`src/rtl/release_index.sv`:
```
// release_index: releases a placed program's width from a strip in the occupancy
// register array. A request is decoded, the strip's occupied width is read back,
// the release is checked against it and, if legal, the strip is truncated.
//
// Optional feature: define STRICT_TOP_RELEASE_EN to accept only a release of the
// topmost program in a strip (x + w must equal the occupied width exactly).
//
// Timing, counting the accepting clock edge as edge 0:
//   edge 1: leave DECODE (strip resolved, early errors go to DONE)
//   edge 3: leave CHECK  (occupied width sampled)
//   edge 4: leave WRITE  (wr_en visible for the following cycle)
//   edge 5: leave DONE   (done visible for the following cycle)
// An early error shows done after edge 2, a failed check after edge 4.

module release_index #(
    parameter int unsigned MAX_WIDTH = 128
) (
    input  logic       clk,
    input  logic       rst,
    input  logic       req_valid,
    output logic       req_ready,
    input  logic [7:0] x_in,
    input  logic [7:0] y_in,
    input  logic [7:0] w_in,
    output logic [3:0] rd_strip_ID,
    input  logic [7:0] rd_occupied_width,
    output logic       wr_en,
    output logic [3:0] wr_strip_ID,
    output logic [7:0] wr_width,
    output logic       done,
    output logic [1:0] err_code,
    output logic [3:0] strip_ID_out,
    output logic [7:0] freed_width
);

    localparam logic [8:0] MaxW = 9'(MAX_WIDTH);
    localparam logic [7:0] StrikeX = 8'd128;

    localparam logic [1:0] ErrNone    = 2'd0;
    localparam logic [1:0] ErrInvalid = 2'd1;
    localparam logic [1:0] ErrRange   = 2'd2;
    localparam logic [1:0] ErrZeroW   = 2'd3;

    typedef enum logic [2:0] {
        StIdle,
        StDecode,
        StRead,
        StCheck,
        StWrite,
        StDone
    } state_t;

    state_t     state_q;
    logic [7:0] x_q;
    logic [7:0] y_q;
    logic [7:0] w_q;
    logic [3:0] strip_q;
    logic [1:0] err_q;
    logic [7:0] freed_q;

    logic [3:0] dec_id;
    logic [8:0] end_x;
    logic       check_pass;
    logic [7:0] freed_calc;

    // y origin to strip ID; 0 marks an unknown row (including the strike sentinel)
    always_comb begin
        dec_id = 4'd0;
        unique case (y_q)
            8'd0:    dec_id = 4'd1;
            8'd8:    dec_id = 4'd2;
            8'd16:   dec_id = 4'd3;
            8'd25:   dec_id = 4'd4;
            8'd32:   dec_id = 4'd5;
            8'd42:   dec_id = 4'd6;
            8'd48:   dec_id = 4'd7;
            8'd59:   dec_id = 4'd8;
            8'd64:   dec_id = 4'd9;
            8'd76:   dec_id = 4'd10;
            8'd80:   dec_id = 4'd11;
            8'd96:   dec_id = 4'd12;
            8'd112:  dec_id = 4'd13;
            default: dec_id = 4'd0;
        endcase
    end

    // Release legality against the occupied width read back from the array
    always_comb begin
        end_x = {1'b0, x_q} + {1'b0, w_q};
`ifdef STRICT_TOP_RELEASE_EN
        check_pass = (end_x == {1'b0, rd_occupied_width});
        freed_calc = w_q;
`else
        check_pass = (end_x <= {1'b0, rd_occupied_width});
        freed_calc = rd_occupied_width - x_q;
`endif
    end

    // Ready only while idle and out of reset
    assign req_ready = (state_q == StIdle) && !rst;

    // Sequencer with registered array-port and result outputs
    always_ff @(posedge clk or posedge rst) begin
        if (rst) begin
            state_q      <= StIdle;
            x_q          <= 8'd0;
            y_q          <= 8'd0;
            w_q          <= 8'd0;
            strip_q      <= 4'd0;
            err_q        <= ErrNone;
            freed_q      <= 8'd0;
            rd_strip_ID  <= 4'd0;
            wr_en        <= 1'b0;
            wr_strip_ID  <= 4'd0;
            wr_width     <= 8'd0;
            done         <= 1'b0;
            err_code     <= 2'd0;
            strip_ID_out <= 4'd0;
            freed_width  <= 8'd0;
        end else begin
            wr_en <= 1'b0;
            done  <= 1'b0;
            unique case (state_q)
                StIdle: begin
                    if (req_valid) begin
                        x_q     <= x_in;
                        y_q     <= y_in;
                        w_q     <= w_in;
                        state_q <= StDecode;
                    end
                end
                StDecode: begin
                    strip_q     <= dec_id;
                    rd_strip_ID <= dec_id;
                    freed_q     <= 8'd0;
                    if (dec_id == 4'd0 || x_q == StrikeX) begin
                        err_q   <= ErrInvalid;
                        state_q <= StDone;
                    end else if (w_q == 8'd0) begin
                        err_q   <= ErrZeroW;
                        state_q <= StDone;
                    end else if (end_x > MaxW) begin
                        err_q   <= ErrRange;
                        state_q <= StDone;
                    end else begin
                        err_q   <= ErrNone;
                        state_q <= StRead;
                    end
                end
                StRead: begin
                    // Array answers one cycle after rd_strip_ID
                    state_q <= StCheck;
                end
                StCheck: begin
                    if (check_pass) begin
                        freed_q <= freed_calc;
                        state_q <= StWrite;
                    end else begin
                        err_q   <= ErrRange;
                        state_q <= StDone;
                    end
                end
                StWrite: begin
                    // Strip now occupied from 0 up to the released origin
                    wr_en       <= 1'b1;
                    wr_strip_ID <= strip_q;
                    wr_width    <= x_q;
                    state_q     <= StDone;
                end
                StDone: begin
                    done         <= 1'b1;
                    err_code     <= err_q;
                    strip_ID_out <= strip_q;
                    freed_width  <= (err_q == ErrNone) ? freed_q : 8'd0;
                    state_q      <= StIdle;
                end
                default: state_q <= StIdle;
            endcase
        end
    end

endmodule

```
`config.mk`:
```
export PLATFORM = sky130hd
export DESIGN_NAME = release_index
export DESIGN_NICKNAME = d
export VERILOG_FILES = /design/src/rtl/release_index.sv
export SDC_FILE = /design/constraint.sdc
export NUM_CORES = 1
export LEC_CHECK = 0
export CAP_MARGIN = 20
export CORE_MARGIN = 5
export CORE_UTILIZATION = 37
export DETAILED_ROUTE_END_ITERATION = 6
export SETUP_SLACK_MARGIN = 0.5
export SYNTH_ARGS = -nofsm -noshare
export SYNTH_HDL_FRONTEND = slang
export SYNTH_SLANG_ARGS = --single-unit
```
`constraint.sdc`:
```
create_clock -name clk -period 9.5 [get_ports clk]
set_input_delay 0.95 -clock clk [delete_from_list [all_inputs] [get_ports clk]]
set_output_delay 0.95 -clock clk [all_outputs]
set_load 0.01 [all_outputs]
```
* Yosys cells after proc, flatten, opt, wreduce, memory -nomap -nowiden
Cells that the tools add are included.
Word-level totals: register bits 69, bits of input ports 35
Cells by class: add/sub/neg operators 2, magnitude comparators 2, eq/ne operators 21, mux-type cells 17, reductions and logical operators 12
Operators by type and width (count):
- one-hot mux 4 bit (13 select lines) | 1
- == test 8 x 7 -> 1 bit, second input constant | 5
- == test 8 x 6 -> 1 bit, second input constant | 4
- == test 8 x 5 -> 1 bit, second input constant | 2
- logical NOT 8 bit | 2
- 2-to-1 mux 8 bit | 2
- one-hot mux 8 bit (2 select lines) | 1
- one-hot mux 3 bit (5 select lines) | 1
- 2-to-1 mux 3 bit | 4
- adder 8 x 8 -> 9 bit | 1
- > comparator 9 x 8 -> 1 bit, second input constant | 1
- <= comparator 9 x 8 -> 1 bit | 1
- == test 8 x 4 -> 1 bit, second input constant | 1
- == test 8 bit, second input constant | 1
- 2-to-1 mux 2 bit | 4
- subtractor 8 bit | 1
- == test 3 x 2 -> 1 bit, second input constant | 2
- == test 3 bit, second input constant | 2
- != test 2 bit, second input constant | 3
- AND reduction 2 bit | 3
- logical NOT 4 bit | 1
- one-hot mux 2 bit (2 select lines) | 1
- == test 3 x 1 -> 1 bit, second input constant | 1
- logical NOT 3 bit | 1
- 6 further kinds | 8

* Depth between registers and ports, before layout
Gate-level depths: netlist of run 1.
depth in word-level cells 6, mapped depth 12, mapped depth without buffers 12

* Least setup slack after synthesis of run 1
Ideal clock, no wire load.
path kind register to register, start point register x_q[0], end point register freed_q[0], setup time 0.066 ns, arrival 3.303 ns, data required time 9.434 ns, slack 6.131 ns, stages on the path, launching flop included 13, cells stage by stage dfrtp_1 ha_1 fa_1 a211oi_1 nor2_1 xor2_1 ha_1 and4_1 a221o_1 a221o_1 a211o_1 nor2_4 a22o_1
Between the ends: cells in the longest elaborated chain, start to end 4
Ends and longest elaborated chain:
- from (decl) | RTL line 54 | logic [7:0] x_q;
- from (signal assigned) | RTL line 126 | x_q <= x_in;
- adder 8 x 8 -> 9 bit | RTL line 89 | end_x = {1'b0, x_q} + {1'b0, w_q};
- <= comparator 9 x 8 -> 1 bit | RTL line 94 | check_pass = (end_x <= {1'b0, rd_occupied_width});
- != test 2 bit (no source line)
- AND reduction 2 bit (no source line)
- to (signal assigned) | RTL line 156 | freed_q <= freed_calc;
- to (decl) | RTL line 59 | logic [7:0] freed_q;
Several ways; a longest one is shown, not always the timed one. The select of a mux whose other input is x is not followed. A chain may end at the register's enable or synchronous reset.

* Final worst setup path of run 1
start point register x_q[0], end point register freed_q[3]
Same word-level chain as after synthesis.

==> results_dict.tcl, run 1 <==
set metrics [dict create \
    tns_ps 0 \
    numCtsBuffers 9 \
    drive_gt1_share_pct 12.09 \
    p_leak_nw 2.048 \
    crit_type "reg -> reg" \
    p_clk_share_pct 14.2 \
    initial_core_util_pct 37.67 \
    cpPeakStageDelay_ps 440 \
    cpMaxStageDelayCell "dfrtp_1" \
    hpwl_um 6205 \
    wl_um 7949 \
    cts_sinks 69 \
    cts_tree "built" \
    power.internal_w 0.0009770 \
    p_comb_share_pct 53.8 \
    fin_ws_ps 5859 \
    place_ws_ps 5873 \
    setup_viol 0 \
    clock_skew_ps 12.10 \
    critPathArrivalTime_ps 3920 \
    synth_cell_types 45 \
    fmax_mhz 274.6 \
    die_h_um 109.5 \
    first_global_vias 2782 \
    ys_top_cells_by_area "dfrtp_1, mux2_2, ha_1, nand2_1, o21ai_0" \
    synthArstFlopShare_pct 100.0 \
    fin_crit_ps 3641 \
    insertion_delay_ps 350 \
    port_buffers 67 \
    antenna_found_initial 0 \
    endpoint "freed_q[3]" \
    p_sw_w 0.0006765 \
    cts.clk_slew.worst_paths_ps 80 \
    synth_cells 360 \
    synth-seq-area-share_pct 47.12 \
    layout.nets 486 \
    ys_ff_latch 69 \
    r2r_cells 12 \
    path_max_fanout 8 \
    r2r_setup_slack_ps 5860 \
    die_area_mm2 0.01199 \
    powerDensity_mw_per_mm2 355.3 \
    rr_startpoint "x_q[0]" \
    viasPerCell 4.947 \
    cts_resized 0 \
    worstSetupPathDepth 12 \
    grt_pass1_wl_um 13380 \
    cp-startpoint "x_q[0]" \
    fillCellCount 948 \
    core_region_area_mm2 0.009729 \
    hold_path.class "reg -> reg" \
    drtIter0Drc 159 \
    syn-num-nets 420 \
    holdBufCountCts 0 \
    maxCapViolCount 0 \
    ant_nets 0 \
    cp_top_family "compound AO/OA/AOI/OAI gates" \
    wl_per_cell_um 14.12 \
    yosys_warnings 0 \
    relSlewSlack_pct 55.14 \
    grt_max_degree 56 \
    synth_ff_type "dfrtp_1" \
    via_count 2785 \
    synth.avg_cell_area_um2 10.18 \
    wl_met2_um 3686 \
    gp_congestion 0.7847 \
    post-cts-setup-buffers 0 \
    synth_top_area_share_pct 47.12 \
    top_layer "met4" \
    fp.dieW_um 109.5 \
    grt_overflow 0 \
    cts-root-buf "clkbuf_8" \
    syn_area_mm2 0.003665 \
    outcome "complete, no violations" \
    wl_met3_um 347 \
    peakVddDrop_uv 154.8 \
    drt-pass1-iter-count 4 \
    p_seq_share_pct 32.0 \
    rsz0062_at_grt "false" \
    synth-edff-count 0 \
    synth_top_area_cell "dfrtp_1" \
    track_usage_pct 14.33 \
    final_hold_viol_count 0 \
    worst_ep_required_time_ps 9780 \
    syn2layout_area_growth_pct 27.01 \
    crit_path_end_kind "register" \
    htreeDepth 3 \
    antennaDiodeCount 0 \
    yosys.cell_count.top_type "dfrtp_1" \
    rr_endpoint "freed_q[3]" \
    cp_num_buf_inv 0 \
    wl_met1_um 3791 \
    worst_pin_slew_ps 672.9 \
    swShare_pct 40.91 \
    clockBufferDepth 2 \
    maxSlewViolCount 0 \
    row_count 36 \
    drcViolationCount 0 \
    ios 68 \
    start_kind "register" \
    synth_commonest_cells "dfrtp_1, nand2_1, mux2_2, inv_1, ha_1" \
    finalCritPeriodShare_pct 38.33 \
    crit_chain "ha_1, fa_1, a211oi_1, nor2_1, xor2_1, ha_1, and4_1, a221o_1, a221o_1, a211o_1, nor2_4, a22o_1" \
]
[registers in the layout, summed over array words and instances (netlist names), 2 cells and up]
register      count
freed_q           8
freed_width       8
w_q               8
wr_width          8
x_q               8
y_q               8
strip_ID_out      4
strip_q           4
wr_strip_ID       4
state_q           3
err_code          2
err_q             2
[logic make-up after synthesis]
logic type / after synthesis / synth area share, %
adders and majority gates: 25 / 8.945
DFF: 69 / 47.12
AOI/OAI and AO/OA: 75 / 13.59
and+or+nand+nor: 109 / 13.90
buffers and inverters: 38 / 3.892
xor gates and xnor gates: 14 / 3.346
muxes: 30 / 9.218
[power groups by stage]
stage               logic, W  clock network [W]  registers [W]
finish              0.000889           0.000235       0.000530
global route         0.00101           0.000254       0.000552
CTS                 0.000897           0.000241       0.000533
detailed placement  0.000892                  0       0.000538
global placement    0.000872                  0       0.000536
floorplan           0.000648                  0       0.000506
[worst min-delay path by stage]
stage / startpoint / endpoint / slack, ps / cells past startpoint
3_3_place_gp: freed_width[7] / freed_width[7] / 460 / 2
4_1_cts: strip_ID_out[1] / strip_ID_out[1] / 480 / 2
6_report: freed_width[7] / freed_width[7] / 470 / 2
2_1_floorplan: err_q[0] / err_code[0] / 460 / 2
3_5_place_dp: strip_ID_out[1] / strip_ID_out[1] / 460 / 2
5_1_grt: strip_ID_out[1] / strip_ID_out[1] / 500 / 2
[stage by stage]
stage	instances	instance area [µm²]	hold WS (ps)	power (W)	utilization, %
2_1_floorplan	360	3665	461.9	0.001154	-
3_3_place_gp	548	4464	460.9	0.001408	45.88
3_5_place_dp	548	4464	462.1	0.001431	45.88
4_1_cts	563	4654	480.6	0.001671	47.84
5_1_grt	563	4654	501.1	0.001817	47.84
6_report	563	4654	474.9	0.001654	47.84
[metal layers]
layer / vias up / global-route usage, %
met2: 66 / 22.62
met4: 0 / 5.343
met3: 11 / 2.760
met1: 1307 / 19.56
li1: 1401 / -
met5: - / 0
[worst register-to-register path, cell delays in order, from the launching register on]
cell and delay [ps]:
dfrtp_1 440, ha_1 250, fa_1 400, a211oi_1 370, nor2_1 110, xor2_1 160, ha_1 290, and4_1 160
a221o_1 350, a221o_1 310, a211o_1 380, nor2_4 190, a22o_1 150
[placed cells by master (no fill, tap or decap), types with 6 or more instances in the layout]
| cell type | netlist | routed |
|---|---|---|
| o21ai_0 | 22 | 22 |
| nor3_1 | 7 | 7 |
| inv_1 | 24 | 23 |
| xor2_1 | 6 | 6 |
| xnor2_1 | 8 | 8 |
| dfrtp_1 | 69 | 69 |
| mux2_2 | 30 | 30 |
| a22o_1 | 9 | 9 |
| nor2_1 | 21 | 21 |
| ha_1 | 23 | 23 |
| clkbuf_8 | 0 | 10 |
| nand2_1 | 51 | 51 |
| a21oi_1 | 13 | 13 |
| clkdlybuf4s50_1 | 0 | 67 |
[area by class of cell]
cell class,count,area [µm²],share of cell area [%]
clock buffers,11,141.4,3.038
well taps,133,166.4,3.575
flip-flops and latches,69,1727,37.10
multi-input cells,253,1795,38.58
inverters,24,90.09,1.935
repair buffers,69,685.7,14.73
clock inverters,4,48.80,1.048
(Power assumes the default switching activity.)
==> run 2, diff against run 1 <==
Clock period 9.5 ns to 3.15 ns, I/O delays scaled along.
==> run 2 against run 1 <==
- the run now ends with setup timing left
- largest power group unchanged
- sequential share of layout area down 1.5 points
- utilization up 2.0 points
- non-clock buffer count up 14
==> results_dict.tcl, run 2 (synthesized netlist as in run 1, its figures left out) <==
set metrics [dict create \
    outcome "finished, violations left" \
    r2r_cells 13 \
    hold_path.class "in -> async" \
    r2r_setup_slack_ps -110 \
    via_count 2837 \
    clockBufferDepth 2 \
    initial_core_util_pct 37.67 \
    port_buffers 67 \
    powerDensity_mw_per_mm2 1132 \
    final_hold_viol_count 0 \
    start_kind "register" \
    grt_pass1_wl_um 13770 \
    hpwl_um 6471 \
    fin_ws_ps -108.1 \
    peakVddDrop_uv 556.1 \
    rr_startpoint "x_q[0]" \
    die_area_mm2 0.01199 \
    grt_max_degree 55 \
    rsz0062_at_grt "true" \
    insertion_delay_ps 340 \
    clock_skew_ps 9.611 \
    antenna_found_initial 0 \
    cts-root-buf "clkbuf_8" \
    final_cell_mix "dfrtp_1, clkdlybuf4s50_1, nand2_1, mux2_2, inv_1" \
    cts_sinks 69 \
    tns_ps -955.4 \
    fp.dieW_um 109.5 \
    layout.nets 500 \
    worst_pin_slew_ps 653.2 \
    relSlewSlack_pct 56.29 \
    core_region_area_mm2 0.009729 \
    drt-pass1-iter-count 4 \
    gp_congestion 0.7947 \
    p_leak_nw 2.138 \
    totalPowerFinal_w 0.005487 \
    holdBufCountCts 0 \
    maxSlewViolCount 0 \
    crit_type "reg -> reg" \
    numCtsBuffers 9 \
    track_usage_pct 14.82 \
    rr_endpoint "freed_q[1]" \
    worst_hold_slack_ps 291.1 \
    drive_gt1_share_pct 16.85 \
    htreeDepth 3 \
    final_common_cell "dfrtp_1" \
    cts.clk_slew.worst_paths_ps 80 \
    crit_path_end_kind "register" \
    viasPerCell 4.908 \
    ios 68 \
    path_max_fanout 8 \
    grt_overflow 0 \
    antennaDiodeCount 0 \
    fin_crit_ps 3258 \
    fin_util_pct 49.82 \
    finalCritPeriodShare_pct 103.4 \
    cts_tree "built" \
    syn2layout_area_growth_pct 32.26 \
    worst_ep_required_time_ps 3430 \
    wl_per_cell_um 14.56 \
    maxCapViolCount 0 \
    ant_nets 0 \
    critPathArrivalTime_ps 3540 \
    drtIter0Drc 134 \
    wl_um 8417 \
    first_global_vias 2825 \
    die_h_um 109.5 \
    row_count 36 \
    fmax_mhz 306.9 \
    setup_viol 10 \
    drcViolationCount 0 \
    violations "setup timing" \
]
==> run 2: worst max-delay path by stage <==
stage | startpoint | to | cells past startpoint
floorplan | x_q[0] | freed_q[0] | 12
global placement | x_q[0] | freed_q[3] | 12
detailed placement | x_q[0] | freed_q[1] | 12
CTS | x_q[0] | freed_q[1] | 13
global route | x_q[0] | freed_q[6] | 13
finish | x_q[0] | freed_q[1] | 13
==> run 2: layout make-up <==
| cell class | instances | area [µm²] |
|---|---|---|
| fillers | 962 | 4882 |
| flip-flops and latches | 69 | 1727 |
| clock inverters | 6 | 86.33 |
| clock buffers | 10 | 137.6 |
| inverters | 24 | 90.09 |
| multi-input cells | 253 | 1837 |
| well taps | 133 | 166.4 |
| repair buffers | 83 | 803.3 |
==> run 2: stage by stage <==
step	setup WS [ps]	instance area, µm²	std cells
2_1_floorplan	-4.969	3675	360
3_3_place_gp	-93.26	4577	560
3_5_place_dp	-153.5	4577	560
4_1_cts	-100.8	4842	578
5_1_grt	-303.2	4847	578
6_report	-108.1	4847	578
==> run 2: routing by layer <==
metal	share of wire (%)	vias up	GRT usage (%)
met4	1.4	0	4.630
met2	49	62	24.85
met3	3.9	10	3.817
met5	0	-	0
li1	-	1425	-
met1	46	1340	18.72
==> run 2: critical path: stages, from the launching register on <==
cell	delay [ps]
dfrtp_1	380
ha_2	200
fa_2	350
a211oi_2	220
buf_4	150
o21bai_1	50
a21oi_1	180
xnor2_1	180
ha_1	290
a21o_1	160
a221o_1	350
a211o_1	340
nor2_4	200
a22o_1	160
==> run 2: report_power, final <==
part	switching, W	leakage [nW]	internal, W	total, W
sequential	0.000354	0.871	0.00123	0.00159
clock	0.000340	0.112	0.000466	0.000806
combinational	0.00150	1.16	0.00160	0.00309
total	0.00219	2.14	0.00330	0.00549
==> run 2: timing repair <==
item	CTS	global route
endpoints found under the setup margin	13	13
gates cloned	0	0
pin swaps	11	5
buffers inserted	2	0
gates resized for setup	5	1
